===== src/rtl/psma_out_accum_serializer_if.sv =====
// Handshake/bus bundle for the PSMA output accumulator/serializer.
// Carries the job configuration channel, the array result input channel,
// the drain output channel and the job status flags.
//   master : job source / result sink (drives cfg_*, in_*, out_ready)
//   slave  : the accumulator/serializer
interface psma_out_accum_serializer_if #(
    parameter int unsigned MAX_OUTS = 16,
    parameter int unsigned IN_W     = 16,
    parameter int unsigned OUT_W    = 24,
    parameter int unsigned LANES    = 4,
    parameter int unsigned REP_W    = 10
);
    localparam int unsigned OL_W = $clog2($clog2(MAX_OUTS) + 1);
    localparam int unsigned IW_W = $clog2(IN_W + 1);

    logic                      cfg_valid;
    logic                      cfg_ready;
    logic [OL_W-1:0]           cfg_outs_log2;
    logic [IW_W-1:0]           cfg_in_w;
    logic [REP_W-1:0]          cfg_rep;
    logic                      in_valid;
    logic                      in_ready;
    logic [MAX_OUTS*IN_W-1:0]  in_data;
    logic                      out_valid;
    logic                      out_ready;
    logic [LANES*OUT_W-1:0]    out_data;
    logic                      out_last;
    logic                      ovf;
    logic                      busy;

    modport master (
        output cfg_valid, cfg_outs_log2, cfg_in_w, cfg_rep,
        output in_valid, in_data, out_ready,
        input  cfg_ready, in_ready, out_valid, out_data, out_last, ovf, busy
    );

    modport slave (
        input  cfg_valid, cfg_outs_log2, cfg_in_w, cfg_rep,
        input  in_valid, in_data, out_ready,
        output cfg_ready, in_ready, out_valid, out_data, out_last, ovf, busy
    );
endinterface


===== src/rtl/psma_out_accum_serializer.sv =====
// Output stage of the precision-scalable MAC array.
// Accumulates R array result beats into N per-output accumulators, then
// drains them LANES at a time onto the output bus.
// Ports:
//   clk, rst_n : clock, asynchronous active-low reset
//   bus.slave  : cfg_* job config (accepted in IDLE), in_* result beats
//                (accepted in ACCUM), out_* drain beats, ovf/busy status
module psma_out_accum_serializer #(
    parameter int unsigned MAX_OUTS = 16,
    parameter int unsigned IN_W     = 16,
    parameter int unsigned OUT_W    = 24,
    parameter int unsigned LANES    = 4,
    parameter int unsigned REP_W    = 10
) (
    input  logic                           clk,
    input  logic                           rst_n,
    psma_out_accum_serializer_if.slave     bus
);
    localparam int unsigned OL_W    = $clog2($clog2(MAX_OUTS) + 1);
    localparam int unsigned IW_W    = $clog2(IN_W + 1);
    localparam int unsigned LOG_MAX = $clog2(MAX_OUTS);
    localparam int unsigned N_W     = LOG_MAX + 1;
    localparam int unsigned IDX_W   = (LOG_MAX > 0) ? LOG_MAX : 1;
    localparam int unsigned BEATS   = MAX_OUTS / LANES;
    localparam int unsigned BEAT_W  = (BEATS > 1) ? $clog2(BEATS) : 1;

    typedef enum logic [1:0] {IDLE, ACCUM, DRAIN} state_t;

    state_t                   state, state_nxt;

    // captured job configuration
    logic [N_W-1:0]           n_outs;
    logic [IW_W-1:0]          w_in;
    logic [REP_W-1:0]         rep_m1;
    logic [BEAT_W-1:0]        last_beat;

    logic [REP_W-1:0]         rep_cnt;
    logic [BEAT_W-1:0]        beat;
    logic [OUT_W-1:0]         acc     [MAX_OUTS];
    logic [OUT_W-1:0]         acc_nxt [MAX_OUTS];
    logic [OUT_W-1:0]         acc_sum [MAX_OUTS];
    logic [OUT_W-1:0]         lane_ext[MAX_OUTS];
    logic                     ovf_add;

    logic                     cfg_ready_q, in_ready_q, out_valid_q, out_last_q;
    logic                     ovf_q, busy_q;
    logic [LANES*OUT_W-1:0]   out_data_q;

    logic [OL_W-1:0]          cfg_log2;
    logic [N_W-1:0]           cfg_n;
    logic [IW_W-1:0]          cfg_w;
    logic [REP_W-1:0]         cfg_rep_m1;
    logic [BEAT_W-1:0]        cfg_last_beat;

    logic                     cfg_fire, in_fire, out_fire, in_last;
    logic [BEAT_W-1:0]        sel_beat;
    logic [IDX_W-1:0]         sel_idx;
    logic [LANES*OUT_W-1:0]   sel_data;

    // Keep the low w bits of a lane, sign-extended to the accumulator width.
    function automatic logic [OUT_W-1:0] sext(input logic [IN_W-1:0] v,
                                              input logic [IW_W-1:0] w);
        logic [IW_W-1:0]        sh;
        logic signed [IN_W-1:0] t;
        sh = IW_W'(IN_W) - w;
        t  = v << sh;
        t  = t >>> sh;
        return OUT_W'(t);
    endfunction

    assign cfg_fire = (state == IDLE) && bus.cfg_valid && cfg_ready_q;
    assign in_fire  = (state == ACCUM) && bus.in_valid;
    assign in_last  = (rep_cnt == rep_m1);
    assign out_fire = (state == DRAIN) && out_valid_q && bus.out_ready;

    // Configuration clamping
    always_comb begin
        cfg_log2 = bus.cfg_outs_log2;
        if (bus.cfg_outs_log2 > OL_W'(LOG_MAX)) cfg_log2 = OL_W'(LOG_MAX);
        cfg_n = N_W'(1) << cfg_log2;
        cfg_w = bus.cfg_in_w;
        if ((bus.cfg_in_w == '0) || (bus.cfg_in_w > IW_W'(IN_W))) cfg_w = IW_W'(IN_W);
        cfg_rep_m1 = (bus.cfg_rep == '0) ? '0 : bus.cfg_rep - 1'b1;
        cfg_last_beat = '0;
        if (cfg_n > N_W'(LANES)) cfg_last_beat = BEAT_W'(cfg_n / N_W'(LANES) - N_W'(1));
    end

    // Accumulate datapath: first beat of a job loads, later beats add
    always_comb begin
        ovf_add = 1'b0;
        for (int i = 0; i < MAX_OUTS; i++) begin
            lane_ext[i] = sext(bus.in_data[i*IN_W +: IN_W], w_in);
            acc_sum[i]  = acc[i] + lane_ext[i];
            acc_nxt[i]  = acc[i];
            if (N_W'(i) < n_outs) begin
                if (rep_cnt == '0) begin
                    acc_nxt[i] = lane_ext[i];
                end else begin
                    acc_nxt[i] = acc_sum[i];
                    if ((acc[i][OUT_W-1] == lane_ext[i][OUT_W-1]) &&
                        (acc_sum[i][OUT_W-1] != acc[i][OUT_W-1]))
                        ovf_add = 1'b1;
                end
            end
        end
    end

    // Next drain beat: beat 0 of the freshly updated accumulators when
    // leaving ACCUM, otherwise the beat after the current one.
    always_comb begin
        sel_beat = (state == ACCUM) ? '0 : BEAT_W'(beat + 1'b1);
        sel_data = '0;
        sel_idx  = '0;
        for (int j = 0; j < LANES; j++) begin
            sel_idx = IDX_W'(int'(sel_beat) * int'(LANES) + j);
            if (N_W'(sel_idx) < n_outs)
                sel_data[j*OUT_W +: OUT_W] = (state == ACCUM) ? acc_nxt[sel_idx] : acc[sel_idx];
        end
    end

    // State register
    always_ff @(posedge clk or negedge rst_n) begin
        if (!rst_n) state <= IDLE;
        else        state <= state_nxt;
    end

    // Next-state logic
    always_comb begin
        state_nxt = state;
        case (state)
            IDLE:    if (cfg_fire)               state_nxt = ACCUM;
            ACCUM:   if (in_fire && in_last)     state_nxt = DRAIN;
            DRAIN:   if (out_fire && out_last_q) state_nxt = IDLE;
            default:                             state_nxt = IDLE;
        endcase
    end

    // Datapath, counters and registered outputs
    always_ff @(posedge clk or negedge rst_n) begin
        if (!rst_n) begin
            cfg_ready_q <= 1'b0;
            in_ready_q  <= 1'b0;
            out_valid_q <= 1'b0;
            out_last_q  <= 1'b0;
            busy_q      <= 1'b0;
            ovf_q       <= 1'b0;
            out_data_q  <= '0;
            n_outs      <= '0;
            w_in        <= '0;
            rep_m1      <= '0;
            last_beat   <= '0;
            rep_cnt     <= '0;
            beat        <= '0;
            for (int i = 0; i < MAX_OUTS; i++) acc[i] <= '0;
        end else begin
            cfg_ready_q <= (state_nxt == IDLE);
            in_ready_q  <= (state_nxt == ACCUM);
            out_valid_q <= (state_nxt == DRAIN);
            busy_q      <= (state_nxt != IDLE);

            if (cfg_fire) begin
                n_outs    <= cfg_n;
                w_in      <= cfg_w;
                rep_m1    <= cfg_rep_m1;
                last_beat <= cfg_last_beat;
                rep_cnt   <= '0;
                ovf_q     <= 1'b0;
            end

            if (in_fire) begin
                for (int i = 0; i < MAX_OUTS; i++) acc[i] <= acc_nxt[i];
                ovf_q   <= ovf_q | ovf_add;
                rep_cnt <= in_last ? '0 : rep_cnt + 1'b1;
                if (in_last) begin
                    out_data_q <= sel_data;
                    out_last_q <= (cfg_last_beat == '0) ? (last_beat == '0) : (last_beat == '0);
                    beat       <= '0;
                end
            end

            if (out_fire) begin
                if (out_last_q) begin
                    out_last_q <= 1'b0;
                    out_data_q <= '0;
                end else begin
                    beat       <= BEAT_W'(beat + 1'b1);
                    out_data_q <= sel_data;
                    out_last_q <= (BEAT_W'(beat + 1'b1) == last_beat);
                end
            end
        end
    end

    assign bus.cfg_ready = cfg_ready_q;
    assign bus.in_ready  = in_ready_q;
    assign bus.out_valid = out_valid_q;
    assign bus.out_data  = out_data_q;
    assign bus.out_last  = out_last_q;
    assign bus.ovf       = ovf_q;
    assign bus.busy      = busy_q;
endmodule


===== src/flat_wrapper.sv =====
// flat-port wrapper written by rule: the top's interface ports become plain ports
module psma_out_accum_serializer_flat 
#(
    parameter int unsigned MAX_OUTS = 16,
    parameter int unsigned IN_W     = 16,
    parameter int unsigned OUT_W    = 24,
    parameter int unsigned LANES    = 4,
    parameter int unsigned REP_W    = 10
)
  (clk, rst_n, bus_cfg_valid, bus_cfg_outs_log2, bus_cfg_in_w, bus_cfg_rep, bus_in_valid, bus_in_data, bus_out_ready, bus_cfg_ready, bus_in_ready, bus_out_valid, bus_out_data, bus_out_last, bus_ovf, bus_busy);
  psma_out_accum_serializer_if #(.MAX_OUTS(MAX_OUTS), .IN_W(IN_W), .OUT_W(OUT_W), .LANES(LANES), .REP_W(REP_W)) bus_i ();
  input  logic clk;
  input  logic rst_n;
  input wire logic [$bits(bus_i.cfg_valid)-1:0] bus_cfg_valid;
  input wire logic [$bits(bus_i.cfg_outs_log2)-1:0] bus_cfg_outs_log2;
  input wire logic [$bits(bus_i.cfg_in_w)-1:0] bus_cfg_in_w;
  input wire logic [$bits(bus_i.cfg_rep)-1:0] bus_cfg_rep;
  input wire logic [$bits(bus_i.in_valid)-1:0] bus_in_valid;
  input wire logic [$bits(bus_i.in_data)-1:0] bus_in_data;
  input wire logic [$bits(bus_i.out_ready)-1:0] bus_out_ready;
  output wire logic [$bits(bus_i.cfg_ready)-1:0] bus_cfg_ready;
  output wire logic [$bits(bus_i.in_ready)-1:0] bus_in_ready;
  output wire logic [$bits(bus_i.out_valid)-1:0] bus_out_valid;
  output wire logic [$bits(bus_i.out_data)-1:0] bus_out_data;
  output wire logic [$bits(bus_i.out_last)-1:0] bus_out_last;
  output wire logic [$bits(bus_i.ovf)-1:0] bus_ovf;
  output wire logic [$bits(bus_i.busy)-1:0] bus_busy;
  assign bus_i.cfg_valid = bus_cfg_valid;
  assign bus_i.cfg_outs_log2 = bus_cfg_outs_log2;
  assign bus_i.cfg_in_w = bus_cfg_in_w;
  assign bus_i.cfg_rep = bus_cfg_rep;
  assign bus_i.in_valid = bus_in_valid;
  assign bus_i.in_data = bus_in_data;
  assign bus_i.out_ready = bus_out_ready;
  assign bus_cfg_ready = bus_i.cfg_ready;
  assign bus_in_ready = bus_i.in_ready;
  assign bus_out_valid = bus_i.out_valid;
  assign bus_out_data = bus_i.out_data;
  assign bus_out_last = bus_i.out_last;
  assign bus_ovf = bus_i.ovf;
  assign bus_busy = bus_i.busy;
  psma_out_accum_serializer #(.MAX_OUTS(MAX_OUTS), .IN_W(IN_W), .OUT_W(OUT_W), .LANES(LANES), .REP_W(REP_W)) u_core (.clk(clk), .rst_n(rst_n), .bus(bus_i));
endmodule

===== config.mk =====
export PLATFORM = sky130hd
export DESIGN_NAME = psma_out_accum_serializer_flat
export DESIGN_NICKNAME = d
export VERILOG_FILES = /design/src/rtl/psma_out_accum_serializer_if.sv /design/src/rtl/psma_out_accum_serializer.sv /design/src/flat_wrapper.sv
export SDC_FILE = /design/constraint.sdc
export NUM_CORES = 2
export LEC_CHECK = 0
export ABC_CLOCK_PERIOD_IN_PS = 17100
export CAP_MARGIN = 10
export CORE_UTILIZATION = 40
export CTS_CLUSTER_SIZE = 10
export DETAILED_ROUTE_END_ITERATION = 8
export DONT_BUFFER_PORTS = 1
export PLACE_DENSITY = 0.54
export SLEW_MARGIN = 5
export SYNTH_ARGS = -nofsm -noshare
export SYNTH_HDL_FRONTEND = slang
export SYNTH_SLANG_ARGS = --single-unit

===== constraint.sdc =====
create_clock -name clk -period 17.1 [get_ports clk]
set_input_delay 0.855 -clock clk [delete_from_list [all_inputs] [get_ports clk]]
set_output_delay 0.855 -clock clk [all_outputs]
set_load 0.01 [all_outputs]

==> results.txt <==
In this run, distinct cell masters in the synthesized netlist total 109. The logs give 0.9934 for the weighted congestion reported at the end of routability-driven placement and 61170 for the total number of vias. The buffer count from post-CTS setup fixing was 0. The tools report the global routing usage summed across all routing layers as 31.88%. The total clock buffers created by CTS is 72, and the mapped cell area is 62040 um2. The logs give 6 for the initial antenna violation count and 256900 um for the final wirelength. Insertion delay to the later sink of the worst-skew pair: 0.70 ns. Headroom to the max-slew limit came out at 20.01%. The final routed DRC violation total is 0, and the average footprint of a synthesized cell is 7.991 um2. The I/O pin count is 381. The number of DRC violations after detailed-routing iteration 0 was 5138. Clock tree synthesis found a total of 522 sinks. When the netlist entered floorplanning its net count stood at 8435. At the pin with the least slew margin, the transition time is 1.170 ns. The tools report the final max-slew violation count as 0. The dominant delay contributor by cell family on the critical path was compound AO/OA/AOI/OAI gates. The run gives 0 ns as the final setup TNS. Setup repair after global routing left no endpoint under its margin. The maximum number of pins on one net before global-route repair was 515; the synthesized flop and latch total was 522. At the worst endpoint, the required time is 17.64 ns. Overall overflow remaining after global route: 0.

Of all flip-flops after synthesis, the portion carrying an async set or reset was 100.0%. The first global-routing pass estimated 381000 um of wire. The largest single stage delay on the critical path is 1.04 ns. The layout has 15490 filler cells.

The dominant synthesized flop cell was dfrtp_1. The region available for standard cell placement spans 154000 um2. Average wire length per cell after detail routing: 27.00 um.

The fraction of layout instances using a drive strength above 1 is 9.506%, and the worst clock skew is 0.03386 ns. The tools report the final number of hold-violating endpoints as 0. In this run, synthesis inferred 0 flip-flops with an integrated enable. Type of the worst min-delay path: input port to async pin. Of the available clock period, the critical path in the final layout requires 58.61%.

The tree is rooted in a clkbuf_16. Number of global-route vias before repair: 59250. Kind of launch point of the worst setup path: a flip-flop.

Derived from the worst setup path, the maximum achievable clock frequency is 99.78 MHz. The count of nets left with antenna violations after detail routing was 0. Counting both buffers and inverters, the worst setup path holds a total of 3.

Setup violations remaining at the end of the flow were counted as 0. Sequential elements use 21.06% of the synthesized area. The clock transition at the register clock pins on the worst setup and hold paths after CTS works out to 0.06 ns. The logs give 7.479 ns for the worst slack at placement and 0 for the total number of yosys warnings.

Number of cells upsized or downsized after cts: 0. In this run the horizontal extent of the chip is 395.8 um. The post-detailed-route via-to-cell ratio came out at 6.428. Walking the worst path, the cells encountered are inv_8, ha_4, inv_8, buf_4, mux2_2, o21a_1, o22ai_2, nand2_1, o21ai_1, a221oi_1, a21oi_1, ha_1, o21ai_0, a21oi_1, a2111oi_0, nor4_1, a211o_1, a31oi_1, mux2i_1, o2111ai_1, nor4_1, a22oi_1, or4_1.

The slowest library cell on the worst path is a2111oi_0. STA puts the critical path data arrival time at 10.56 ns. The worst setup path is of the flip-flop to flip-flop kind.

The worst setup path is captured at a flip-flop. The synthesis-to-finish area growth works out to 5.826%. The initial utilization of the core area, before any placement, comes to 40.27%.

Detailed placement ended at an HPWL of 190700 um. The floorplan step set the die height to 395.8 um. The run finished with clean final reports. The tightest hold path in the finished design has a slack of 0.09900 ns.

For this run, the detailed router's first-pass iteration total came to 7. After layout, the worst setup slack is 7.078 ns. TritonCTS built the clock tree. The placement row count is 144, and the count of input and output buffers is 0. The die covers 156700 um2. The cell count after synthesis came out at 7764.

The post-layout net count is 8088, and the number of buffers on the longest clock path is 3. Max-cap violations in this run came to 0. The worst path in the final design needs a cycle of 10.02 ns, including I/O delays and setup. The clock tree synthesis step divided the H-tree into 3 levels. In this run the worst path has a maximum fanout of 107.
==> cell families (layout without fill, tap and decap cells) <==
family	Yosys count	in the layout	synth area share, %
AOI/OAI and AO/OA	2740	2740	27.65
and+or+nand+nor	2335	2335	16.61
muxes	791	791	17.34
buffers and inverters	707	412	5.334
DFF	522	522	21.06
adders and majority gates	392	392	8.099
xor gates and xnor gates	277	277	3.911
other	0	3	0
==> through the flow <==
step	util [%]	cells	instance area, um2
finish	42.62	9516	65650
global route	42.62	9514	65650
CTS	42.56	9509	65560
detailed placement	40.98	9380	63130
global placement	40.98	9380	63130
floorplan	-	7764	62040
==> cell type report <==
type	instances	area, um2	share of cell area (%)
Timing Repair Buffer	131	1164	1.772
Multi-Input combinational cell	6535	45890	69.89
Sequential cell	522	13070	19.91
Tap cell	2044	2557	3.895
Antenna cell	3	7.507	0.01143
Clock buffer	104	2092	3.186
Clock inverter	22	275.3	0.4193
Inverter	155	596.8	0.9090
==> synthesized netlist by cell type (54+ instances only) <==
cell type,count,share of area [%]
nand2_1,942,5.7
a21oi_1,787,6.3
o21ai_0,703,5.7
nor2_1,692,4.2
dfrtp_1,522,21
mux2i_1,449,7.2
ha_1,376,7.6
clkbuf_1,282,1.7
mux4_2,213,7.7
a21o_1,161,1.9
xnor2_1,157,2.2
nor3_1,155,1.3
inv_1,149,0.90
buf_2,129,1.0
mux2_2,126,2.3
xor2_1,120,1.7
a211oi_1,119,1.4
nand3_1,118,0.95
a31oi_1,116,1.2
o22ai_1,84,0.85
o21a_1,72,0.87
nor2b_1,70,0.71
and3_1,69,0.70
buf_1,67,0.41
o21ai_1,60,0.48
o211ai_1,59,0.71
nand2b_1,57,0.57
and2_1,54,0.54
==> per-layer routing <==
metal / GRT usage (%) / vias up / wire, um
met5: 0 / - / 42
met4: 19.87 / 6 / 18110
met3: 4.739 / 686 / 16250
met2: 54.66 / 2434 / 124500
met1: 37.26 / 29750 / 98060
li1: - / 28300 / -
==> cells in the final DEF, fill, tap and decap left out, drive strengths merged, types with 72 or more instances in the layout <==
master    n
clkbuf  104
mux2i   451
nand2   943
a31oi   117
o21a     72
a21o    161
dfrtp   522
xnor2   157
o21ai   768
ha      376
mux4    213
mux2    127
xor2    120
buf     130
o22ai    94
a21oi   790
inv     158
nor3    158
nor2    694
a211oi  122
nand3   118
==> registers in the layout (all words and copies together) (netlist names), 5 cells and up <==
register	count
u_core.acc	384
u_core.bus.out_data	96
u_core.rep_cnt	10
u_core.rep_m1	10
u_core.n_outs	5
u_core.w_in	5
==> path summary, 6_finish.rpt <==
| path | depth (start not counted) | from | endpoint | slack, ns |
|---|---|---|---|---|
| max | 23 | u_core.w_in[0] | u_core.bus.ovf | 7.08 |
| min | 1 | rst_n | u_core.acc[145] | 0.1 |
| max reg2reg | 23 | u_core.w_in[0] | u_core.bus.ovf | 7.08 |
| min reg2reg | 2 | u_core.rep_m1[4] | u_core.rep_m1[4] | 0.50 |
| max in group asynchronous | 4 | rst_n | u_core.acc[93] | 14.45 |
| min in group clk | 1 | bus_cfg_rep[0] | u_core.rep_m1[0] | 0.27 |
==> what timing repair did <==
| item | in CTS | in global routing |
|---|---|---|
| endpoints found under the hold margin | 514 | 0 |
| endpoints found under the setup margin | 0 | 0 |
| hold buffers | 3 | 0 |
Power is not shown: default switching activity piles up to over one toggle a cycle in this logic, so the estimate is an artifact.
